<file path="src/rtl/neuron_pkg.sv">
// Shared constants, FSM state type and accumulator bound helpers
// for the neuron ROM reader.
package neuron_pkg;

  localparam int DATA_W = 16;
  localparam int ADDR_W = 16;

  typedef enum logic [1:0] {IDLE, RUN, DONE} state_e;

  // Two's-complement limits of a w-bit signed accumulator.
  function automatic logic signed [127:0] acc_max(input int w);
    return (128'sd1 <<< (w - 1)) - 128'sd1;
  endfunction

  function automatic logic signed [127:0] acc_min(input int w);
    return -(128'sd1 <<< (w - 1));
  endfunction

endpackage

</file>
<file path="src/rtl/neuron_mac_sat.sv">
// Combinational signed weight x sample product, sign-extended and added
// to the running sum, clamped at the accumulator's signed limits.
module neuron_mac_sat #(
  parameter int DATA_W = neuron_pkg::DATA_W,
  parameter int ACC_W  = 40
) (
  input  logic [ACC_W-1:0]  acc_i,
  input  logic [DATA_W-1:0] weight_i,
  input  logic [DATA_W-1:0] sample_i,
  output logic [ACC_W-1:0]  sum_next_o,
  output logic              sat_o
);
  import neuron_pkg::*;

  localparam logic [ACC_W-1:0] SAT_MAX = ACC_W'(acc_max(ACC_W));
  localparam logic [ACC_W-1:0] SAT_MIN = ACC_W'(acc_min(ACC_W));

  logic signed [2*DATA_W-1:0] prod;
  logic signed [ACC_W:0]      wide;

  assign prod = (2*DATA_W)'($signed(weight_i)) * (2*DATA_W)'($signed(sample_i));
  assign wide = $signed({acc_i[ACC_W-1], acc_i}) + (ACC_W+1)'(prod);

  // One guard bit: disagreeing top bits mean the add left the ACC_W range.
  always_comb begin
    sum_next_o = wide[ACC_W-1:0];
    sat_o      = 1'b0;
    if (wide[ACC_W] != wide[ACC_W-1]) begin
      sat_o      = 1'b1;
      sum_next_o = wide[ACC_W] ? SAT_MIN : SAT_MAX;
    end
  end

endmodule

</file>
<file path="src/rtl/neuron_rom_reader.sv">
// Walks a neuron's weight ROM, pairs each weight with one streamed input
// sample and reports the saturated perceptron sum plus a fire bit.
module neuron_rom_reader #(
  parameter int                      N_WEIGHTS = 10,
  parameter int                      ADDR_BASE = 1,
  parameter int                      DATA_W    = neuron_pkg::DATA_W,
  parameter int                      ACC_W     = 40,
  parameter logic signed [ACC_W-1:0] THRESHOLD = '0
) (
  input  logic                          clk,
  input  logic                          rst_n,
  input  logic                          start,
  output logic                          busy,
  output logic [neuron_pkg::ADDR_W-1:0] rom_addr,
  input  logic [DATA_W-1:0]             rom_dout,
  input  logic                          x_valid,
  output logic                          x_ready,
  input  logic [DATA_W-1:0]             x_data,
  output logic                          y_valid,
  input  logic                          y_ready,
  output logic [ACC_W-1:0]              y_acc,
  output logic                          y_fire,
  output logic                          y_sat
);
  import neuron_pkg::*;

  localparam int               K_W    = (N_WEIGHTS > 1) ? $clog2(N_WEIGHTS) : 1;
  localparam logic [K_W-1:0]   K_LAST = K_W'(N_WEIGHTS - 1);
  localparam logic [ADDR_W-1:0] BASE  = ADDR_W'(ADDR_BASE);

  state_e           state_q;
  logic [K_W-1:0]   k_q;
  logic [ACC_W-1:0] acc_q;
  logic             sat_q;
  logic             busy_q;
  logic             x_ready_q;
  logic             y_valid_q;
  logic [ACC_W-1:0] y_acc_q;
  logic             y_fire_q;
  logic             y_sat_q;

  logic [ACC_W-1:0] sum_next;
  logic             mac_sat;
  logic             accept;

  assign accept = (state_q == RUN) && x_valid;

  neuron_mac_sat #(
    .DATA_W (DATA_W),
    .ACC_W  (ACC_W)
  ) u_mac (
    .acc_i      (acc_q),
    .weight_i   (rom_dout),
    .sample_i   (x_data),
    .sum_next_o (sum_next),
    .sat_o      (mac_sat)
  );

  // Look one address ahead on accept so the ROM's registered read lines
  // up the next weight with the next sample, one weight per cycle.
  always_comb begin
    rom_addr = BASE;
    if (state_q == RUN) begin
      rom_addr = BASE + ADDR_W'(k_q) + ADDR_W'(accept);
    end
  end

  always_ff @(posedge clk or negedge rst_n) begin
    if (!rst_n) begin
      state_q   <= IDLE;
      k_q       <= '0;
      acc_q     <= '0;
      sat_q     <= 1'b0;
      busy_q    <= 1'b0;
      x_ready_q <= 1'b0;
      y_valid_q <= 1'b0;
      y_acc_q   <= '0;
      y_fire_q  <= 1'b0;
      y_sat_q   <= 1'b0;
    end else begin
      case (state_q)
        IDLE: begin
          if (start) begin
            state_q   <= RUN;
            k_q       <= '0;
            acc_q     <= '0;
            sat_q     <= 1'b0;
            busy_q    <= 1'b1;
            x_ready_q <= 1'b1;
            y_acc_q   <= '0;
            y_fire_q  <= 1'b0;
            y_sat_q   <= 1'b0;
          end
        end
        RUN: begin
          if (accept) begin
            acc_q <= sum_next;
            sat_q <= sat_q | mac_sat;
            k_q   <= k_q + 1'b1;
            if (k_q == K_LAST) begin
              state_q   <= DONE;
              x_ready_q <= 1'b0;
              y_valid_q <= 1'b1;
              y_acc_q   <= sum_next;
              y_fire_q  <= $signed(sum_next) > THRESHOLD;
              y_sat_q   <= sat_q | mac_sat;
            end
          end
        end
        DONE: begin
          if (y_ready) begin
            state_q   <= IDLE;
            busy_q    <= 1'b0;
            y_valid_q <= 1'b0;
          end
        end
        default: state_q <= IDLE;
      endcase
    end
  end

  assign busy    = busy_q;
  assign x_ready = x_ready_q;
  assign y_valid = y_valid_q;
  assign y_acc   = y_acc_q;
  assign y_fire  = y_fire_q;
  assign y_sat   = y_sat_q;

endmodule

</file>
<file path="config.mk">
export PLATFORM = sky130hd
export DESIGN_NAME = neuron_rom_reader
export DESIGN_NICKNAME = d
export VERILOG_FILES = /design/src/rtl/neuron_pkg.sv /design/src/rtl/neuron_mac_sat.sv /design/src/rtl/neuron_rom_reader.sv
export SDC_FILE = /design/constraint.sdc
export NUM_CORES = 1
export LEC_CHECK = 0
export ABC_AREA = 1
export CORE_MARGIN = 2
export CORE_UTILIZATION = 30
export DETAILED_ROUTE_END_ITERATION = 10
export SYNTH_ARGS = -nofsm -noshare
export SYNTH_HDL_FRONTEND = slang
export SYNTH_SLANG_ARGS = --single-unit
export TNS_END_PERCENT = 50
</file>
<file path="constraint.sdc">
create_clock -name clk -period 6.6 [get_ports clk]
set_input_delay 1.32 -clock clk [delete_from_list [all_inputs] [get_ports clk]]
set_output_delay 1.32 -clock clk [all_outputs]
set_load 0.03 [all_outputs]
</file>
==> After elaboration in Yosys (flattened, before gate mapping) <==
Index checks and enable logic that the tools add are counted.
{ "word_totals": {"ff_bits": 92, "inputBits": 37, "output_inout_bits": 61, "word_cells": 71} }
{ "op_classes": {"add_sub_neg": 4, "multipliers": 1, "n_lt_le_gt_ge": 1, "eq_ne": 8, "mux": 36, "bitwise_logic": 1, "reduce_logical": 10} }
{ "op_table": {"columns": ["op", "count"], "rows": [
  ["40-bit two-way mux", 6],
  ["40-bit one-hot mux with 2 select lines", 2],
  ["40-bit by 32-bit adder with 41-bit output", 1],
  ["40-bit by 1-bit greater-than comparator with 1-bit output, second input constant", 1],
  ["16-bit by 16-bit multiplier with 32-bit output", 1],
  ["1-bit two-way mux", 13],
  ["1-bit one-hot mux with 2 select lines", 6],
  ["4-bit AND reduction", 3],
  ["2-bit two-way mux", 4],
  ["4-bit two-way mux", 2],
  ["4-bit one-hot mux with 2 select lines", 1],
  ["5-bit by 1-bit adder with 6-bit output", 1],
  ["6-bit two-way mux", 1],
  ["2-bit inequality test, second input constant", 3],
  ["2-bit one-hot mux with 3 select lines", 1],
  ["3-bit AND reduction", 2],
  ["2-bit nonzero test", 3],
  ["1-bit by 4-bit adder with 5-bit output, first input constant", 1],
  ["4-bit by 1-bit adder with 4-bit output, second input constant", 1],
  ["4-bit == test, second input constant", 1],
  ["2-bit by 1-bit == test with 1-bit output, second input constant", 1],
  ["2-bit == test, second input constant", 1],
  ["2-bit zero test", 1],
  ["2-bit by 1-bit inequality test with 1-bit output, second input constant", 1],
  ["other kinds (3)", 3]
]} }

==> Logic depth before layout (Yosys ltp) <==
Gate-level depths: netlist of the first run.
{ "depth": {"word_depth": 8, "mapped_depth": 40, "ltp_nobuf": 37} }

==> By module <==
Synthesis of the first run repeated with hierarchy kept, for this count alone.
{ "unflattened": {"cells_unflattened": 2315, "area_unflattened_um2": 18425.2} }
{ "by_module_without_submodules": {"columns": ["mod", "instances", "cells_per_inst", "area_per_inst_um2"], "rows": [
  ["neuron_mac_sat", 1, 1848, 13984.7],
  ["neuron_rom_reader", 1, 467, 4440.5]
]} }

==> Least setup slack after synthesis of the first run <==
No wires, ideal clock.
{ "synth_timing": {"path_type": "input -> register", "from": "input x_data[6]", "to": "register y_fire_q (netlist: y_fire)", "setup_ps": 117, "t_arrival_ps": 7514, "t_required_ps": 6483, "path_slack_ps": -1031, "stages": 34, "cell_sequence": "clkbuf_1 -> clkbuf_1 -> nand2_1 -> fa_1 -> inv_1 -> fa_1 -> inv_1 -> fa_1 -> fa_1 -> inv_1 -> fa_1 -> inv_1 -> fa_1 -> inv_1 -> ha_1 -> nand2_1 -> nor3_1 -> nand2_1 -> nor2_1 -> nand3_2 -> nand3_2 -> nand2_2 -> nand2_2 -> nand2_2 -> buf_6 -> buf_6 -> nand2_4 -> nand2_1 -> nor2_1 -> nand3_1 -> nor2_1 -> nand2_1 -> nand2_1 -> nand2_1"} }
{ "synth_via": {"elab_chain_cells": 8} }
{ "synth_lines": {"columns": ["item", "line_no", "rtl"], "rows": [
  ["from (decl)", "neuron_rom_reader.sv:18", "input logic [DATA_W-1:0] x_data,"],
  ["16-bit by 16-bit multiplier with 32-bit output *", "neuron_mac_sat.sv:21", "assign prod = (2*DATA_W)'($signed(weight_i)) * (2*DATA_W)'($signed(sample_i));"],
  ["40-bit by 32-bit adder with 41-bit output *", "neuron_mac_sat.sv:22", "assign wide = $signed({acc_i[ACC_W-1], acc_i}) + (ACC_W+1)'(prod);"],
  ["40-bit two-way mux / 1-bit inequality test (equally long branches)", "neuron_mac_sat.sv:30, neuron_mac_sat.sv:28", null],
  ["40-bit two-way mux *", "neuron_mac_sat.sv:28", "if (wide[ACC_W] != wide[ACC_W-1]) begin"],
  ["40-bit by 1-bit greater-than comparator with 1-bit output *", "neuron_rom_reader.sv:105", "y_fire_q <= $signed(sum_next) > THRESHOLD;"],
  ["1-bit two-way mux *", "neuron_rom_reader.sv:100", "if (k_q == K_LAST) begin"],
  ["1-bit two-way mux *", "neuron_rom_reader.sv:96", "if (accept) begin"],
  ["1-bit one-hot mux with 2 select lines *", "neuron_rom_reader.sv:81", "case (state_q)"],
  ["to (signal assigned)", "neuron_rom_reader.sv:105", null],
  ["to (decl)", "neuron_rom_reader.sv:39", "logic y_fire_q;"]
]} }
Every way passes the cells marked *; elsewhere a longest branch is shown, timed or not. The select of a mux whose other input is x is not followed.
A chain may end at the register's enable or synchronous reset.

==> Final worst setup path of the first run <==
{ "layout_timing": {"from": "input rom_dout[15]", "to": "register y_fire_q (netlist: y_fire)"} }
{ "layout_via": {"elab_chain_cells": 8} }
{ "layout_lines": {"columns": ["item", "line_no", "rtl"], "rows": [
  ["from (decl)", "neuron_rom_reader.sv:15", "input logic [DATA_W-1:0] rom_dout,"],
  ["16-bit by 16-bit multiplier with 32-bit output *", "neuron_mac_sat.sv:21", null],
  ["40-bit by 32-bit adder with 41-bit output *", "neuron_mac_sat.sv:22", null],
  ["40-bit two-way mux / 1-bit inequality test (equally long branches)", "neuron_mac_sat.sv:30, neuron_mac_sat.sv:28", null],
  ["40-bit two-way mux *", "neuron_mac_sat.sv:28", null],
  ["40-bit by 1-bit greater-than comparator with 1-bit output *", "neuron_rom_reader.sv:105", null],
  ["1-bit two-way mux *", "neuron_rom_reader.sv:100", null],
  ["1-bit two-way mux *", "neuron_rom_reader.sv:96", null],
  ["1-bit one-hot mux with 2 select lines *", "neuron_rom_reader.sv:81", null]
]} }
Marks and branches as above.

==> results of run 1 <==
per-stage QoR:
| step | instance area [um^2] | instances | utilization |
|---|---|---|---|
| after global routing | 24480 | 3421 | 0.4171 |
| after floorplan | 18090 | 2278 | - |
| after CTS | 23470 | 3398 | 0.3999 |
| after detailed placement | 21710 | 3324 | 0.3700 |
| after global placement | 21710 | 3324 | 0.3700 |
| final | 24480 | 3421 | 0.4171 |
worst max-delay path: cells and delay by family:
kind                       cells  cell delay, ns
and+or+nand+nor               17            1.82
adders and majority gates      7            3.53
AOI/OAI and AO/OA              1            0.14
buffers and inverters          7            0.57
sequential cells by signal, indices dropped and copies added (netlist names):
register and cells:
x_ready 1, acc_q 40, k_q 4, busy 1, y_sat 1, state_q 2, y_fire 1, sat_q 1
y_valid 1, y_acc 40
cell usage after synthesis:
| library cell | count | share of area |
|---|---|---|
| a21boi_0 | 1 | 0.00042 |
| a21o_1 | 4 | 0.0017 |
| a21oi_1 | 40 | 0.011 |
| a21oi_2 | 1 | 0.00049 |
| a31oi_1 | 4 | 0.0014 |
| a32o_1 | 4 | 0.0023 |
| and2_1 | 1 | 0.00035 |
| buf_1 | 1 | 0.00021 |
| buf_2 | 2 | 0.00057 |
| buf_4 | 14 | 0.0059 |
| buf_6 | 3 | 0.0019 |
| clkbuf_1 | 78 | 0.017 |
| clkinv_1 | 1 | 0.00021 |
| conb_1 | 1 | 0.00021 |
| dfrtp_1 | 92 | 0.13 |
| fa_1 | 334 | 0.38 |
| ha_1 | 122 | 0.086 |
| inv_1 | 606 | 0.13 |
| inv_2 | 2 | 0.00042 |
| nand2_1 | 609 | 0.13 |
| nand2_2 | 11 | 0.0039 |
| nand2_4 | 3 | 0.0019 |
| nand2b_1 | 1 | 0.00035 |
| nand3_1 | 33 | 0.0093 |
| nand3_2 | 3 | 0.0017 |
| nand3b_1 | 7 | 0.0030 |
| nand4_1 | 7 | 0.0025 |
| nor2_1 | 117 | 0.025 |
| nor2_2 | 6 | 0.0021 |
| nor2_4 | 1 | 0.00064 |
| nor3_1 | 10 | 0.0028 |
| nor3_4 | 1 | 0.00092 |
| nor4_1 | 3 | 0.0011 |
| o211ai_1 | 3 | 0.0013 |
| o21a_1 | 1 | 0.00042 |
| o21ai_0 | 83 | 0.023 |
| o21ai_1 | 13 | 0.0037 |
| o21ai_2 | 2 | 0.00099 |
| o21bai_1 | 6 | 0.0025 |
| o22ai_1 | 3 | 0.0011 |
| or2_2 | 5 | 0.0018 |
| xnor2_1 | 13 | 0.0064 |
| xor2_1 | 16 | 0.0079 |
path summary, 6_finish.rpt:
path / end / depth (start not counted) / slack (ns) / start
setup reg to reg: y_fire$_DFFE_PN0P_ / 27 / 1.05 / acc_q[15]$_DFFE_PN0P_
hold reg to reg: x_ready$_DFFE_PN0P_ / 2 / 0.47 / x_ready$_DFFE_PN0P_
min in group asynchronous: acc_q[11]$_DFFE_PN0P_ / 1 / 0.90 / rst_n
hold / removal: x_ready$_DFFE_PN0P_ / 2 / 0.47 / x_ready$_DFFE_PN0P_
max in group asynchronous: acc_q[31]$_DFFE_PN0P_ / 2 / 4.55 / rst_n
setup / recovery: y_fire$_DFFE_PN0P_ / 32 / -0.59 / rom_dout[15]
final cells by class:
class	count	area, um^2	area share
Tap cell	773	967.2	0.03951
Clock inverter	6	47.55	0.001942
Sequential cell	92	2302	0.09405
Inverter	609	2291	0.09359
Timing Repair Buffer	449	4313	0.1762
Clock buffer	10	229.0	0.009354
Multi-Input combinational cell	1482	14330	0.5854
metal layers:
| metal | global-route usage | vias up |
|---|---|---|
| li1 | - | 7281 |
| met1 | 0.2367 | 7588 |
| met2 | 0.3098 | 336 |
| met3 | 0.01465 | 82 |
| met4 | 0.05369 | 2 |
| met5 | 0 | - |
cells by family (layout without fill, tap and decap cells):
family / after synthesis / count (layout) / share of synthesized area
DFF: 92 / 92 / 0.1300
buffers and inverters: 707 / 1074 / 0.1543
other: 1 / 11 / 0.0002118
xor gates and xnor gates: 29 / 29 / 0.01435
AOI/OAI and AO/OA: 165 / 165 / 0.05102
and+or+nand+nor: 818 / 821 / 0.1862
adders and majority gates: 456 / 456 / 0.4639
what timing repair did:
item                                    CTS  global route
gates resized for setup                 268           275
cloned                                   15             5
pin swaps                                51           113
setup buffers                            43            28
endpoints found under the setup margin   83            83
==> results.json, run 1 <==
{
  "run_status": "complete, but fails checks",
  "violations": "setup timing",
  "route.detailed.wl_per_inst_um": 15.61,
  "maxCapViolations": 0,
  "startpoint_type": "primary input",
  "clk_latency_ns": 0.37,
  "drv_slew": 0,
  "ys_warn_count": 0,
  "crit_path_frequent_cell": "nand2_1",
  "synth-seq-area-share": 0.1300,
  "antenna_left": 0,
  "grt_use_total": 0.1786,
  "highest_layer": "met5",
  "period_share": 1.089,
  "final_common_cell": "inv_1",
  "cp_data_required_time_ns": 6.85,
  "grt_pass1_vias": 16140,
  "critical_path.max_stage_delay_ns": 0.68,
  "die_y_um": 246.9,
  "cts_tree": "yes",
  "slowest_stage": "fa_2",
  "clk_pin_slew_ns": 0.07,
  "grt_max_degree": 60,
  "nFillCells": 5761,
  "port_buffers": 86,
  "wl_met2_um": 26640,
  "drc": 0,
  "fin_setup_tns_ns": -24.12,
  "first_pass_iters": 5,
  "fin_crit_ns": 7.190,
  "hold_violations": 0,
  "h-tree-depth": 3,
  "critPathKind": "in -> reg",
  "initial_utilization": 0.3017,
  "nets": 3136,
  "whs_ns": 0.4724,
  "antennaDiodeCount": 0,
  "syn_inst": 2268,
  "core_mm2": 0.05869,
  "final_layout_size_suffix_gt1_frac": 0.2734,
  "crit_fanout": 7,
  "area_delta_synth_final_pct": 38.26,
  "placementRows": 89,
  "synth_cell_types": 43,
  "m1WireLength_um": 22850,
  "vias": 15290,
  "drt-vias-per-instance": 4.469,
  "die_x_um": 246.9,
  "synth_area_mm2": 0.01770,
  "endpoint_kind": "flip-flop",
  "max-slew-margin-rel": 0.3350,
  "tightest_slew_ns": 0.9964,
  "setup_viol": 83,
  "ios": 98,
  "drt_iter0_markers": 877,
  "dp.final_hpwl_um": 41990,
  "cts-root-to-sink-buffers": 2,
  "holdBufCountCts": 0,
  "ys_ff_latch": 92,
  "cts_root_buf": "clkbuf_16",
  "die_area_mm2": 0.06097,
  "clock_sinks": 92,
  "wl_um": 53420,
  "final_cell_mix": "inv_1, nand2_1, fa_1",
  "grt_antenna_before_repair": 1,
  "fin_ws_ns": -0.5896,
  "syn_area_per_cell_um2": 7.806,
  "wl_met3_um": 2213,
  "hold_path.class": "reg -> reg",
  "routabilityCongestion": 0.9027,
  "grt_pass1_wl_um": 85330,
  "rsz0062_at_grt": "true",
  "pre_cts_ws_ns": -1.500,
  "fin_skew_ns": 0.01289,
  "fmax_ghz": 0.1391,
  "numCtsBuffers": 9,
  "arrival_ns": 7.44,
  "globalRoute.totalOverflow": 0
}
Power of run 1 is not shown: default switching activity piles up to over one toggle a cycle in this logic, so the estimate is an artifact.
==> inputs of run 2 (changes only) <==
==> constraint.sdc (replaced) <==
create_clock -name clk -period 8.45 [get_ports clk]
set_input_delay 1.69 -clock clk [delete_from_list [all_inputs] [get_ports clk]]
set_output_delay 1.69 -clock clk [all_outputs]
set_load 0.03 [all_outputs]
==> run 2 against run 1 <==
Against the previous run:
- via count shrank 5.7%
- first-iteration DRC count shrank 16%
- setup slack gained 0.99 ns
- register-to-register slack gained 1.7 ns
- non-clock buffer count shrank 99
- highest routed layer is now met4
- the run now ends clean
==> results.json, run 2 (synthesis gave the netlist of run 1 again) <==
{
  "holdBufCountCts": 0,
  "fin_crit_ns": 8.046,
  "dp.final_hpwl_um": 42070,
  "max-slew-margin-rel": 0.4224,
  "antenna_left": 0,
  "period_share": 0.9521,
  "final_layout_size_suffix_gt1_frac": 0.1343,
  "core_mm2": 0.05869,
  "seq_area_mm2": 0.002302,
  "numCtsBuffers": 9,
  "cp_data_required_time_ns": 8.70,
  "die_area_mm2": 0.06097,
  "vias": 14420,
  "hold_violations": 0,
  "area_delta_synth_final_pct": 23.02,
  "grt_use_total": 0.1668,
  "clk_pin_slew_ns": 0.07,
  "grt_max_degree": 66,
  "drt-vias-per-instance": 4.346,
  "whs_ns": 0.4817,
  "run_status": "completed",
  "arrival_ns": 8.30,
  "nFillCells": 6070,
  "globalRoute.totalOverflow": 0,
  "grt_antenna_before_repair": 0,
  "endpoint": "y_fire$_DFFE_PN0P_",
  "die_y_um": 246.9,
  "rr_worst_depth": 27,
  "cts_root_buf": "clkbuf_16",
  "r2r_slack_ns": 2.73,
  "drt_iter0_markers": 734,
  "drc": 0,
  "die_x_um": 246.9,
  "port_buffers": 86,
  "wl_um": 47870,
  "slowest_stage": "clkdlybuf4s50_1",
  "clk_latency_ns": 0.36,
  "nets": 3034,
  "endpoint_kind": "flip-flop",
  "ios": 98,
  "drv_slew": 0,
  "grt_pass1_wl_um": 80430,
  "crit_fanout": 9,
  "h-tree-depth": 3,
  "first_pass_iters": 6,
  "final_cell_mix": "inv_1, nand2_1, fa_1",
  "cts_tree": "yes",
  "multi_input_area_mm2": 0.01283,
  "grt_pass1_vias": 15090,
  "critPathKind": "in -> reg",
  "cts-root-to-sink-buffers": 2,
  "fmax_ghz": 0.1243,
  "clock_sinks": 92,
  "r2r_end": "y_fire$_DFFE_PN0P_",
  "rsz0062_at_grt": "false",
  "placementRows": 89,
  "startpoint_type": "primary input",
  "critical_path.max_stage_delay_ns": 0.59,
  "route.detailed.wl_per_inst_um": 14.42,
  "initial_utilization": 0.3017,
  "fin_skew_ns": 0.01222,
  "antennaDiodeCount": 0,
  "critPathLaunch": "x_data[7]",
  "tightest_slew_ns": 0.8654,
  "routabilityCongestion": 0.9352,
  "hold_path.class": "reg -> reg",
  "maxCapViolations": 0,
  "setup_viol": 0,
  "reg2reg_from": "acc_q[15]$_DFFE_PN0P_"
}
==> run 2: what timing repair did <==
| action | 4_1_cts | 5_1_grt |
|---|---|---|
| buffers inserted | 0 | 5 |
| endpoints found under the setup margin | 0 | 27 |
| resized for setup | 0 | 34 |
==> run 2: layer usage <==
metal,global-route usage,wire length [um],up-vias
li1,-,-,7050
met2,0.2830,23300,273
met3,0.009768,1391,48
met1,0.2324,22160,7052
met5,0,0,-
met4,0.04093,1024,0
==> run 2: layout make-up <==
type                            count  share of cell area
Sequential cell                    92              0.1057
Clock inverter                      5            0.001896
Multi-Input combinational cell   1479              0.5889
Clock buffer                       11             0.01160
Tap cell                          773             0.04440
Timing Repair Buffer              350              0.1425
Inverter                          609              0.1050
==> run 2: critical path, delay by kind of cell <==
kind,cells,cell delay [ns]
fa+ha+maj,7,3.38
buf+inv,10,1.42
simple gates,13,1.48
compound gates,1,0.16
xor+xnor,1,0.16
==> run 2: worst min path at each step <==
stage,slack [ns],cells after the start,end,start
after floorplan,0.45,2,sat_q$_DFFE_PN0P_,sat_q$_DFFE_PN0P_
after global placement,0.46,2,x_ready$_DFFE_PN0P_,x_ready$_DFFE_PN0P_
after detailed placement,0.47,2,x_ready$_DFFE_PN0P_,x_ready$_DFFE_PN0P_
after CTS,0.49,2,x_ready$_DFFE_PN0P_,x_ready$_DFFE_PN0P_
after global routing,0.49,2,x_ready$_DFFE_PN0P_,x_ready$_DFFE_PN0P_
final,0.48,2,y_acc[32]$_DFFE_PN0P_,y_acc[32]$_DFFE_PN0P_
==> run 2: stage by stage <==
stage                 util  instances  worst slack (ns)  cell area (um^2)  setup TNS, ns
finish              0.3711       3319            0.4045             21780              0
global route        0.3711       3319           0.02571             21780              0
CTS                 0.3684       3314           0.04947             21620              0
detailed placement  0.3634       3298           -0.2725             21330        -0.3673
global placement    0.3634       3298           -0.2492             21330        -0.2699
floorplan                -       2278            0.4492             17740              0
Power of run 2 is left out for the same reason.
==> inputs of run 3 (changes only) <==
==> constraint.sdc (replaced) <==
create_clock -name clk -period 8.46 [get_ports clk]
set_input_delay 1.692 -clock clk [delete_from_list [all_inputs] [get_ports clk]]
set_output_delay 1.692 -clock clk [all_outputs]
set_load 0.03 [all_outputs]
==> run 3 against run 2 <==
Against the previous run:
- final area up 0.26%
- non-clock buffer count is 1 lower
- critical endpoint unchanged
- critical path type unchanged
- clock skew fell by 0.0022 ns
==> results.json, run 3 (synthesis gave the netlist of run 1 again) <==
{
  "vias": 14350,
  "reg2reg_from": "acc_q[15]$_DFFE_PN0P_",
  "placementRows": 89,
  "hold_violations": 0,
  "slowest_stage": "fa_1",
  "die_area_mm2": 0.06097,
  "fmax_ghz": 0.1234,
  "rsz0062_at_grt": "false",
  "initial_utilization": 0.3017,
  "ios": 98,
  "min-delay-start": "x_ready$_DFFE_PN0P_",
  "nets": 3033,
  "arrival_ns": 8.36,
  "core_mm2": 0.05869,
  "crit_path_frequent_cell": "nand2_1",
  "drv_slew": 0,
  "holdBufCountCts": 0,
  "area_delta_synth_final_pct": 23.34,
  "port_buffers": 86,
  "globalRoute.totalOverflow": 0,
  "dp.final_hpwl_um": 41670,
  "drt-vias-per-instance": 4.326,
  "nFillCells": 6086,
  "cp_data_required_time_ns": 8.71,
  "highest_layer": "met4",
  "critPathLaunch": "rom_dout[15]",
  "crit_fanout": 15,
  "wl_met3_um": 1489,
  "h-tree-depth": 3,
  "final_common_cell": "nand2_1",
  "wl_met2_um": 23450,
  "hold_path.class": "reg -> reg",
  "setup_viol": 0,
  "critPathKind": "in -> reg",
  "critical_path.max_stage_delay_ns": 0.61,
  "clk_pin_slew_ns": 0.07,
  "startpoint_type": "primary input",
  "final_cell_mix": "nand2_1, inv_1, fa_1",
  "die_x_um": 246.9,
  "route.detailed.wl_per_inst_um": 14.32,
  "clock_sinks": 92,
  "grt_pass1_vias": 14830,
  "antennaDiodeCount": 0,
  "grt_use_total": 0.1635,
  "cts_root_buf": "clkbuf_16",
  "drc": 0,
  "drt_iter0_markers": 890,
  "fin_crit_ns": 8.106,
  "numCtsBuffers": 9,
  "whs_ns": 0.4723,
  "grt_antenna_before_repair": 0,
  "maxCapViolations": 0,
  "tightest_slew_ns": 0.8538,
  "routabilityCongestion": 0.9710,
  "grt_pass1_wl_um": 78840,
  "die_y_um": 246.9,
  "run_status": "completed",
  "wl_um": 47530,
  "max-slew-margin-rel": 0.4308,
  "endpoint_kind": "flip-flop",
  "final_layout_size_suffix_gt1_frac": 0.1360,
  "fin_skew_ns": 0.01005,
  "cts-root-to-sink-buffers": 2,
  "period_share": 0.9582,
  "antenna_left": 0,
  "grt_max_degree": 66,
  "clk_latency_ns": 0.36,
  "cts_tree": "yes",
  "m1WireLength_um": 21930,
  "first_pass_iters": 5
}
-- run 3: worst max-delay path: cells and delay by family --
family,cells,cell delay (ns)
fa+ha+maj,7,3.53
simple gates,18,1.93
buf+inv,7,1.18
-- run 3: timing repair --
action,4_1_cts,5_1_grt
gates resized for setup,0,40
hold endpoints to repair,0,0
endpoints found under the setup margin,0,40
setup buffers,0,3
-- run 3: final cells by class --
| cell class | count | area (um^2) | area share |
|---|---|---|---|
| Multi-Input combinational cell | 1479 | 12850 | 0.5886 |
| Timing Repair Buffer | 349 | 3113 | 0.1426 |
| Sequential cell | 92 | 2302 | 0.1054 |
| Inverter | 609 | 2286 | 0.1047 |
| Tap cell | 773 | 967.2 | 0.04429 |
| Clock buffer | 10 | 229.0 | 0.01049 |
| Clock inverter | 6 | 87.58 | 0.004011 |
-- run 3: final timing paths --
kind	slack [ns]	end	depth (start not counted)
worst max register to register	2.76	y_fire$_DFFE_PN0P_	31
min in group asynchronous	1.25	acc_q[11]$_DFFE_PN0P_	1
max in group asynchronous	6.01	acc_q[29]$_DFFE_PN0P_	2
worst max-delay path	0.35	y_fire$_DFFE_PN0P_	32
worst min-delay path	0.47	x_ready$_DFFE_PN0P_	2
worst min register to register	0.47	x_ready$_DFFE_PN0P_	2
-- run 3: stage by stage --
stage	util	std cells	setup WS (ns)	cell area, um^2	setup TNS, ns
floorplan	-	2278	0.4572	17740	0
finish	0.3721	3318	0.3537	21840	0
global placement	0.3640	3299	-0.2270	21360	-0.3774
detailed placement	0.3640	3299	-0.2955	21360	-1.072
global route	0.3721	3318	0.01123	21840	0
CTS	0.3694	3315	0.05261	21680	0
-- run 3: layer usage --
metal  vias up  global-route usage
li1       7050                   -
met2       240              0.2822
met3        37             0.01248
met5         -                   0
met1      7026              0.2250
met4         0             0.03189
Power of run 3 is left out for the same reason.
